### src/rtl/load_store_unit.sv
// -----------------------------------------------------------------------------
// load_store_unit
//
// Memory-stage load/store engine between the EX/MEM register and the data bus.
// It runs one access at a time and stalls the pipeline while that access is in
// flight. Store data is lane-replicated and given byte strobes. Load data is
// taken from the addressed lane and sign- or zero-extended. Misaligned or
// illegal accesses complete in one cycle with fault_out set, and the bus is
// never touched for them.
//
// Optional feature (compile-time macro):
//   LSU_TIMEOUT_EN - a REQ/WAIT watchdog. After TIMEOUT_CYCLES cycles without
//                    completion the access ends with fault_out=1. When the
//                    macro is undefined, REQ and WAIT wait indefinitely.
//
// Parameters:
//   TIMEOUT_CYCLES   bus wait limit in cycles (used only with LSU_TIMEOUT_EN)
//
// Ports:
//   clk, rst        clock; asynchronous active-high reset
//   req_valid_in    EX/MEM holds a valid memory instruction
//   is_load_in      instruction is a load
//   is_store_in     instruction is a store
//   funct3_in       RV32I width code: 0=B 1=H 2=W 4=BU 5=HU
//   addr_in         effective byte address
//   store_data_in   rs2 value
//   stall_out       freeze PC, IF/ID, ID/EX and EX/MEM
//   done_out        one-cycle completion pulse
//   load_data_out   extended load result, valid while done_out=1
//   fault_out       misaligned/illegal/timed-out, valid while done_out=1
//   dbus_*          request/response data bus (word address, byte strobes)
// -----------------------------------------------------------------------------
module load_store_unit #(
    parameter int unsigned TIMEOUT_CYCLES = 64
) (
    input  logic        clk,
    input  logic        rst,
    input  logic        req_valid_in,
    input  logic        is_load_in,
    input  logic        is_store_in,
    input  logic [2:0]  funct3_in,
    input  logic [31:0] addr_in,
    input  logic [31:0] store_data_in,
    output logic        stall_out,
    output logic        done_out,
    output logic [31:0] load_data_out,
    output logic        fault_out,
    output logic        dbus_req,
    output logic        dbus_we,
    output logic [31:0] dbus_addr,
    output logic [31:0] dbus_wdata,
    output logic [3:0]  dbus_wstrb,
    input  logic        dbus_gnt,
    input  logic        dbus_rvalid,
    input  logic [31:0] dbus_rdata
);

    typedef enum logic [1:0] {
        IDLE = 2'd0,
        REQ  = 2'd1,
        WAIT = 2'd2,
        DONE = 2'd3
    } state_t;

    // A zero or negative wait limit would make the watchdog compare wrap.
    if (TIMEOUT_CYCLES < 1) begin : g_bad_timeout
        $error("load_store_unit: TIMEOUT_CYCLES must be at least 1");
    end

    state_t      r_state;
    state_t      w_next;

    logic        r_we;
    logic [2:0]  r_funct3;
    logic [1:0]  r_addr_lo;
    logic [29:0] r_addr_hi;
    logic [31:0] r_wdata;
    logic [3:0]  r_wstrb;
    logic [31:0] r_load_data;
    logic        r_fault;

    logic        w_start;
    logic        w_illegal;
    logic        w_misaligned;
    logic        w_fault;
    logic        w_timeout;
    logic [31:0] w_wdata;
    logic [3:0]  w_wstrb;
    logic [31:0] w_shifted;
    logic [31:0] w_load_ext;

    // ---------------------------------------------------------------- decode
    assign w_start = (r_state == IDLE) && req_valid_in && (is_load_in || is_store_in);

    // funct3[1:0] carries the width: 1 = half, 2 = word (for both signednesses).
    assign w_misaligned = ((funct3_in[1:0] == 2'd1) && addr_in[0]) ||
                          ((funct3_in[1:0] == 2'd2) && (addr_in[1:0] != 2'b00));

    assign w_illegal = (is_load_in && is_store_in) ||
                       (is_load_in && ((funct3_in == 3'd3) || (funct3_in[2:1] == 2'b11))) ||
                       (is_store_in && (funct3_in >= 3'd3));

    assign w_fault = w_misaligned || w_illegal;

    // Store lane replication: every lane carries the datum, and the strobes
    // select the lanes that are actually written.
    // NOTE: every always_comb output gets a default first, so no path can leave it unassigned and infer a latch.
    always_comb begin
        w_wdata = 32'd0;
        w_wstrb = 4'b0000;
        if (is_store_in) begin
            case (funct3_in[1:0])
                2'd0: begin
                    w_wdata = {4{store_data_in[7:0]}};
                    w_wstrb = 4'b0001 << addr_in[1:0];
                end
                2'd1: begin
                    w_wdata = {2{store_data_in[15:0]}};
                    w_wstrb = addr_in[1] ? 4'b1100 : 4'b0011;
                end
                default: begin
                    w_wdata = store_data_in;
                    w_wstrb = 4'b1111;
                end
            endcase
        end
    end

    // Load extraction: shift the addressed lane down to bit 0, then extend.
    assign w_shifted = dbus_rdata >> {r_addr_lo, 3'b000};

    always_comb begin
        case (r_funct3)
            3'd0:    w_load_ext = {{24{w_shifted[7]}}, w_shifted[7:0]};
            3'd1:    w_load_ext = {{16{w_shifted[15]}}, w_shifted[15:0]};
            3'd4:    w_load_ext = {24'd0, w_shifted[7:0]};
            3'd5:    w_load_ext = {16'd0, w_shifted[15:0]};
            default: w_load_ext = dbus_rdata;
        endcase
    end

    // -------------------------------------------------------------- watchdog
`ifdef LSU_TIMEOUT_EN
    localparam int unsigned CW = $clog2(TIMEOUT_CYCLES + 1);
    logic [CW-1:0] r_tmo_cnt;

    // The count holds the number of REQ/WAIT cycles already spent, so the
    // TIMEOUT_CYCLES-th cycle sees TIMEOUT_CYCLES-1 and leaves on that edge.
    always_ff @(posedge clk or posedge rst) begin
        if (rst) begin
            r_tmo_cnt <= '0;
        end else if ((r_state == REQ) || (r_state == WAIT)) begin
            r_tmo_cnt <= r_tmo_cnt + 1'b1;
        end else begin
            r_tmo_cnt <= '0;
        end
    end

    assign w_timeout = ((r_state == REQ) || (r_state == WAIT)) &&
                       (r_tmo_cnt == CW'(TIMEOUT_CYCLES - 1));
`else
    assign w_timeout = 1'b0;
`endif

    // ------------------------------------------------------------------- FSM
    always_ff @(posedge clk or posedge rst) begin
        if (rst) begin
            r_state <= IDLE;
        end else begin
            r_state <= w_next;
        end
    end

    // In WAIT a response arriving on the last allowed cycle still wins over
    // the watchdog; in REQ a late grant would only lead to a WAIT that times out.
    always_comb begin
        w_next = r_state;
        case (r_state)
            IDLE: if (w_start) w_next = w_fault ? DONE : REQ;
            REQ: begin
                if (w_timeout)     w_next = DONE;
                else if (dbus_gnt) w_next = WAIT;
            end
            WAIT: if (dbus_rvalid || w_timeout) w_next = DONE;
            DONE: w_next = IDLE;
            default: w_next = IDLE;
        endcase
    end

    // -------------------------------------------------------------- datapath
    // NOTE: sequential state uses non-blocking assignments only, so every register samples pre-edge values regardless of statement order.
    // NOTE: the latched bus fields are small flops, not a storage array, and are reset so that every output is 0 out of reset.
    always_ff @(posedge clk or posedge rst) begin
        if (rst) begin
            r_we        <= 1'b0;
            r_funct3    <= 3'd0;
            r_addr_lo   <= 2'd0;
            r_addr_hi   <= 30'd0;
            r_wdata     <= 32'd0;
            r_wstrb     <= 4'b0000;
            r_load_data <= 32'd0;
            r_fault     <= 1'b0;
        end else begin
            // The result registers are non-zero only in the DONE cycle.
            r_load_data <= 32'd0;
            r_fault     <= 1'b0;
            case (r_state)
                IDLE: begin
                    if (w_start && w_fault) begin
                        r_fault <= 1'b1;
                    end else if (w_start) begin
                        r_we      <= is_store_in;
                        r_funct3  <= funct3_in;
                        r_addr_lo <= addr_in[1:0];
                        r_addr_hi <= addr_in[31:2];
                        r_wdata   <= w_wdata;
                        r_wstrb   <= w_wstrb;
                    end
                end
                REQ: begin
                    if (w_timeout) r_fault <= 1'b1;
                end
                WAIT: begin
                    if (dbus_rvalid) begin
                        r_load_data <= r_we ? 32'd0 : w_load_ext;
                    end else if (w_timeout) begin
                        r_fault <= 1'b1;
                    end
                end
                default: ;
            endcase
        end
    end

    // --------------------------------------------------------------- outputs
    assign stall_out     = !rst && (w_start || (r_state == REQ) || (r_state == WAIT));
    assign done_out      = (r_state == DONE);
    assign load_data_out = r_load_data;
    assign fault_out     = r_fault;
    assign dbus_req      = (r_state == REQ);
    assign dbus_we       = r_we;
    assign dbus_addr     = {r_addr_hi, 2'b00};
    assign dbus_wdata    = r_wdata;
    assign dbus_wstrb    = r_wstrb;

endmodule

### config.mk
export PLATFORM = sky130hd
export DESIGN_NAME = load_store_unit
export DESIGN_NICKNAME = d
export VERILOG_FILES = /design/src/rtl/load_store_unit.sv
export SDC_FILE = /design/constraint.sdc
export NUM_CORES = 1
export LEC_CHECK = 0
export CORE_AREA = 2 2 153 80
export CTS_CLUSTER_SIZE = 20
export DETAILED_ROUTE_END_ITERATION = 8
export DIE_AREA = 0 0 155 82
export PLACE_DENSITY = 0.9
export SETUP_SLACK_MARGIN = 0.3
export SLEW_MARGIN = 25
export SYNTH_ARGS = -nofsm -noshare
export SYNTH_HDL_FRONTEND = slang
export SYNTH_SLANG_ARGS = --single-unit
### constraint.sdc
create_clock -name clk -period 7.2 [get_ports clk]
set_input_delay 1.8 -clock clk [delete_from_list [all_inputs] [get_ports clk]]
set_output_delay 1.8 -clock clk [all_outputs]
set_load 0.01 [all_outputs]
* After elaboration in Yosys (flattened, before gate mapping)
Cells that the tools add are included.
** Word-level totals
- RAM bits :: 0
- Register bits :: 107
- Logic and storage cells :: 66
- Memories kept :: 0
- Bits of input ports :: 106
- Latch bits :: 0
- Output and inout bits :: 105
- Bits in read-only memories :: 0
** Operators by class
- Equality and inequality tests :: 13
- Multipliers :: 0
- Add/sub/neg operators :: 0
- Shift operators :: 2
- Muxes and demuxes :: 16
- Reductions and logical operators :: 24
- Divide/modulo/power cells :: 0
- Order comparisons :: 1
- Bitwise logic cells :: 1
** Operators by type and width (number)
- 32-bit 2-to-1 mux :: 4
- 32-bit one-hot mux with 4 select lines :: 1
- 32-bit one-hot mux with 2 select lines :: 1
- 32-bit by 5-bit >> shifter with 16-bit output :: 1
- 1-bit logical AND :: 9
- 2-bit == test, second input constant :: 4
- 1-bit logical OR :: 8
- 2-bit 2-to-1 mux :: 4
- 4-bit 2-to-1 mux :: 2
- 2-bit one-hot mux with 4 select lines :: 1
- 4-bit one-hot mux with 2 select lines :: 1
- 3-bit == test, second input constant :: 2
- 3-bit AND reduction :: 2
- 2-bit by 1-bit == test with 1-bit output, second input constant :: 2
- 2-bit zero test :: 2
- 2-bit inequality test, second input constant :: 2
- 1-bit by 2-bit << shifter with 4-bit output, first input constant :: 1
- 3-bit by 1-bit == test with 1-bit output, second input constant :: 1
- 3-bit by 2-bit == test with 1-bit output, second input constant :: 1
- 3-bit by 2-bit >= comparator with 1-bit output, second input constant :: 1
- 3-bit zero test :: 1
- 1-bit 2-to-1 mux :: 2
- 2-bit by 1-bit inequality test with 1-bit output, second input constant :: 1
- 2-bit nonzero test :: 1
- other kinds (2) :: 2

* Longest topological paths before layout
- Word-level depth :: 9
- Gate-level depth with buffers :: 7
- Gate-level depth less buffers :: 6

* Worst setup path before layout
No wires, ideal clock.
- Path kind :: in2out
- From :: input is_load_in
- To :: output stall_out
- Setup slack :: 3.199 ns
- Cell stages on the path :: 2
- Data arrival time :: 2.201 ns
- Cells stage by stage :: o211ai_1 > a21oi_1
** Between the ends
- Word-level cells in the longest chain between the ends :: 5
** Ends and longest elaborated chain
- start: declaration :: line 39 : input logic is_load_in,
- 1-bit logical OR :: line 93 : assign w_start = (r_state == IDLE) && req_valid_in && (is_load_in || is_store_in);
- 1-bit logical AND :: line 93
- 1-bit logical OR (2 in series) :: line 236 : assign stall_out = !rst && (w_start || (r_state == REQ) || (r_state == WAIT));
- 1-bit logical AND :: line 236
- end: declaration :: line 44 : output logic stall_out,
Every way passes these cells.

* Worst setup path after layout
- From :: input is_store_in
- To :: output stall_out
** Between the ends
- Word-level cells in the longest chain between the ends :: 5
** Ends and longest elaborated chain
- start: declaration :: line 40 : input logic is_store_in,
- 1-bit logical OR :: line 93
- 1-bit logical AND :: line 93
- 1-bit logical OR (2 in series) :: line 236
- 1-bit logical AND :: line 236
Every way passes these cells.

==> out/summary.txt <==
Post-CTS Hold Fix Bufs = 0
hold violation count in the final report = 0
Cells after Synth = 471
Worst-Margin Slew = 1010 ps
clk buf depth = 2
Largest stage delay, worst path = 550 ps
YS warnings = 0
area grow syn2layout = 44.0%
H-Tree Depth = 3
die width = 155 um
number of antenna diodes = 0
worst reg-to-reg setup slack = 4620 ps
clock transition at the registers of the reported paths = 70 ps
static leakage = 3.36 nW
setup violators final = 0
Rows = 28
Final Max Tran Viols = 0
Root Driver = clkbuf_16
clk_lat worst skew = 350 ps
Residual DRC = 0
RSZ-0062 raised after global routing = no
Die ar. = 12700 um2
Routed WL = 15.0 mm
Mapped Area = 5390 um2
Initial DRC Count = 277
slew margin rel. = 0.326
max-cap viol count = 0
worst hold path depth = 1
post-CTS setup buffer count = 0
global-route wire length before repair = 23.7 mm
Post-CTS Resized = 0
Max VDD drop = 0.000231 V
core area = 11500 um2
status = finished clean
fill count = 833
Final Critical Period = 5360 ps
fin util = 0.677
r2r endpoint = load_data_out[19]
clk sinks = 107
Clock Skew = 8.86 ps
number of detailed-route iterations in the first pass = 5
synthesis-stage register bit count = 107
largest net degree at the start of global routing = 76
power density over the cells = 359 nW/um2
Overflow after GRT = 0
Port Buffer Count = 208
Worst path most repeated cell = clkdlybuf4s50_1
GRT Overall Usage = 0.243
Wirelength per Cell = 18.3 um
count of cell types in the netlist = 35
CTS tree = built
CP Launch Type = input pin
HPWL after DPL = 11.1 mm
vias per cell = 5.27
initial antenna violation count = 0
Min-Delay Endpoint = r_addr_hi[24]
worst-path cell chain = clkdlybuf4s50_1, buf_4, o211ai_1, a21oi_1, clkdlybuf4s50_1
hold path start = r_addr_hi[24]
fin crit share = 0.744
GPL Wtd Cong = 0.937
via count = 4327
remaining antenna violation count = 0
register area share after synthesis = 0.497
Initial Utilization = 0.470
io pins = 211
critical path fanouts, max = 41
Final #Nets = 777
setup tns final = 0 ps
mean post-synth cell area = 11.4 um2
Worst setup EP type = output port
Die Height = 82 um
Required @ worst endpoint = 5400 ps
launch point of the worst reg-to-reg path = r_addr_lo[1]
critical path class = in -> out
Slowest cell on crit path = clkdlybuf4s50_1
worst min path class = reg -> reg
fmax = 187 MHz
TritonCTS Buffers = 9
Reg2Reg Depth = 4
share of cells above drive strength 1 = 0.121
Critical Path AT = 3560 ps
vias in the first global route = 4332
critical path startpoint = is_store_in
cells by family (layout without fill, tap and decap cells):
| family | count (synthesis) | in the layout | synth area share |
|---|---|---|---|
| flip-flops | 107 | 107 | 0.497 |
| AO/OA/AOI/OAI | 101 | 101 | 0.110 |
| AND/OR/NAND/NOR | 101 | 101 | 0.0847 |
| multiplexers | 99 | 99 | 0.232 |
| buffers and inverters | 57 | 256 | 0.0641 |
| adder cells (fa/ha/maj) | 5 | 5 | 0.0116 |
| other | 1 | 2 | 0.000696 |
critical path: cells and delay by family:
kind / cells / cell delay [ps]
AOI/OAI and AO/OA: 2 / 400
buffers and inverters: 3 / 1360
cells in the mapped netlist:
cell | n | share of area
o22ai_1 | 1 | 0.0012
buf_2 | 9 | 0.0084
o211ai_2 | 1 | 0.0023
dfrtp_1 | 107 | 0.50
nand2b_1 | 4 | 0.0046
nor3_1 | 1 | 0.00093
nand2_1 | 62 | 0.043
a31oi_1 | 1 | 0.0012
nand3_1 | 3 | 0.0028
a22o_1 | 1 | 0.0016
buf_4 | 2 | 0.0028
o41ai_1 | 1 | 0.0016
nor2b_1 | 13 | 0.015
mux2_2 | 2 | 0.0042
clkbuf_1 | 11 | 0.0077
a22oi_1 | 7 | 0.0098
mux2_4 | 51 | 0.14
ha_1 | 5 | 0.012
o32a_1 | 1 | 0.0019
a21oi_1 | 19 | 0.018
nor3b_2 | 1 | 0.0023
nor2_1 | 12 | 0.0084
buf_6 | 2 | 0.0042
a21boi_0 | 8 | 0.011
conb_1 | 1 | 0.00070
mux2i_1 | 46 | 0.085
or2_2 | 2 | 0.0023
o2bb2ai_1 | 7 | 0.011
nor4_2 | 1 | 0.0023
buf_12 | 6 | 0.022
o211ai_1 | 1 | 0.0014
buf_1 | 1 | 0.00070
o21ai_0 | 53 | 0.049
nand3b_1 | 2 | 0.0028
inv_1 | 26 | 0.018
layout by cell type (no fill, tap or decap), types with 3 or more instances in the layout:
cell	n
clkdlybuf4s50_1	208
dfrtp_1	107
nand2_1	62
o21ai_0	53
mux2_4	51
mux2i_1	46
inv_1	25
a21oi_1	19
nor2b_1	13
nor2_1	12
clkbuf_16	9
a21boi_0	8
o2bb2ai_1	7
a22oi_1	7
ha_1	5
buf_4	5
nand2b_1	4
nand3_1	3
report_power, final:
part	switching [mW]	leakage, nW	internal [mW]	total [mW]
clock network	0.240	0.136	0.242	0.482
logic	0.513	1.85	0.760	1.27
registers	0.191	1.37	0.839	1.03
total	0.944	3.36	1.84	2.78
registers in the layout, indices dropped and copies added (netlist names):
register / cells
r_state: 2
r_addr_hi: 30
fault_out: 1
dbus_we: 1
r_funct3: 3
dbus_wdata: 32
dbus_wstrb: 4
r_addr_lo: 2
load_data_out: 32
metrics by stage:
| step | worst slack [ps] | power (mW) | std cells | cell area (um2) | hold WS, ps |
|---|---|---|---|---|---|
| finish | 1840 | 2.78 | 821 | 7760 | 511 |
| detailed placement | 1840 | 2.30 | 805 | 7470 | 492 |
| CTS | 1840 | 2.80 | 821 | 7760 | 513 |
| global placement | 1870 | 2.26 | 805 | 7470 | 494 |
| global route | 1770 | 2.95 | 821 | 7760 | 519 |
| floorplan | 2580 | 1.65 | 472 | 5390 | 483 |
how the worst max path moves through the flow:
| stage | endpoint | cells after the start | slack [ps] |
|---|---|---|---|
| finish | stall_out | 5 | 1840 |
| global route | stall_out | 5 | 1770 |
| CTS | stall_out | 5 | 1840 |
| detailed placement | stall_out | 5 | 1840 |
| global placement | stall_out | 5 | 1870 |
| floorplan | dbus_wdata[0] | 1 | 2580 |
area by class of cell:
type,instances,area (um2),share of cell area
Multi-Input combinational cell,308,2380,0.307
Tap cell,150,188,0.0242
Sequential cell,107,2680,0.345
Clock inverter,7,60.1,0.00774
Clock buffer,9,225,0.0290
Inverter,26,100,0.0129
Timing Repair Buffer,214,2130,0.275
routing by layer:
metal	vias to the layer above	share of wire	wire length, um	global-route usage
met1	2098	0.44	6690	0.323
met2	206	0.45	6700	0.388
li1	1999	-	-	-
met4	0	0.015	220	0.0537
met3	24	0.095	1440	0.0860
met5	-	0	0	0
(Power assumes the default switching activity.)
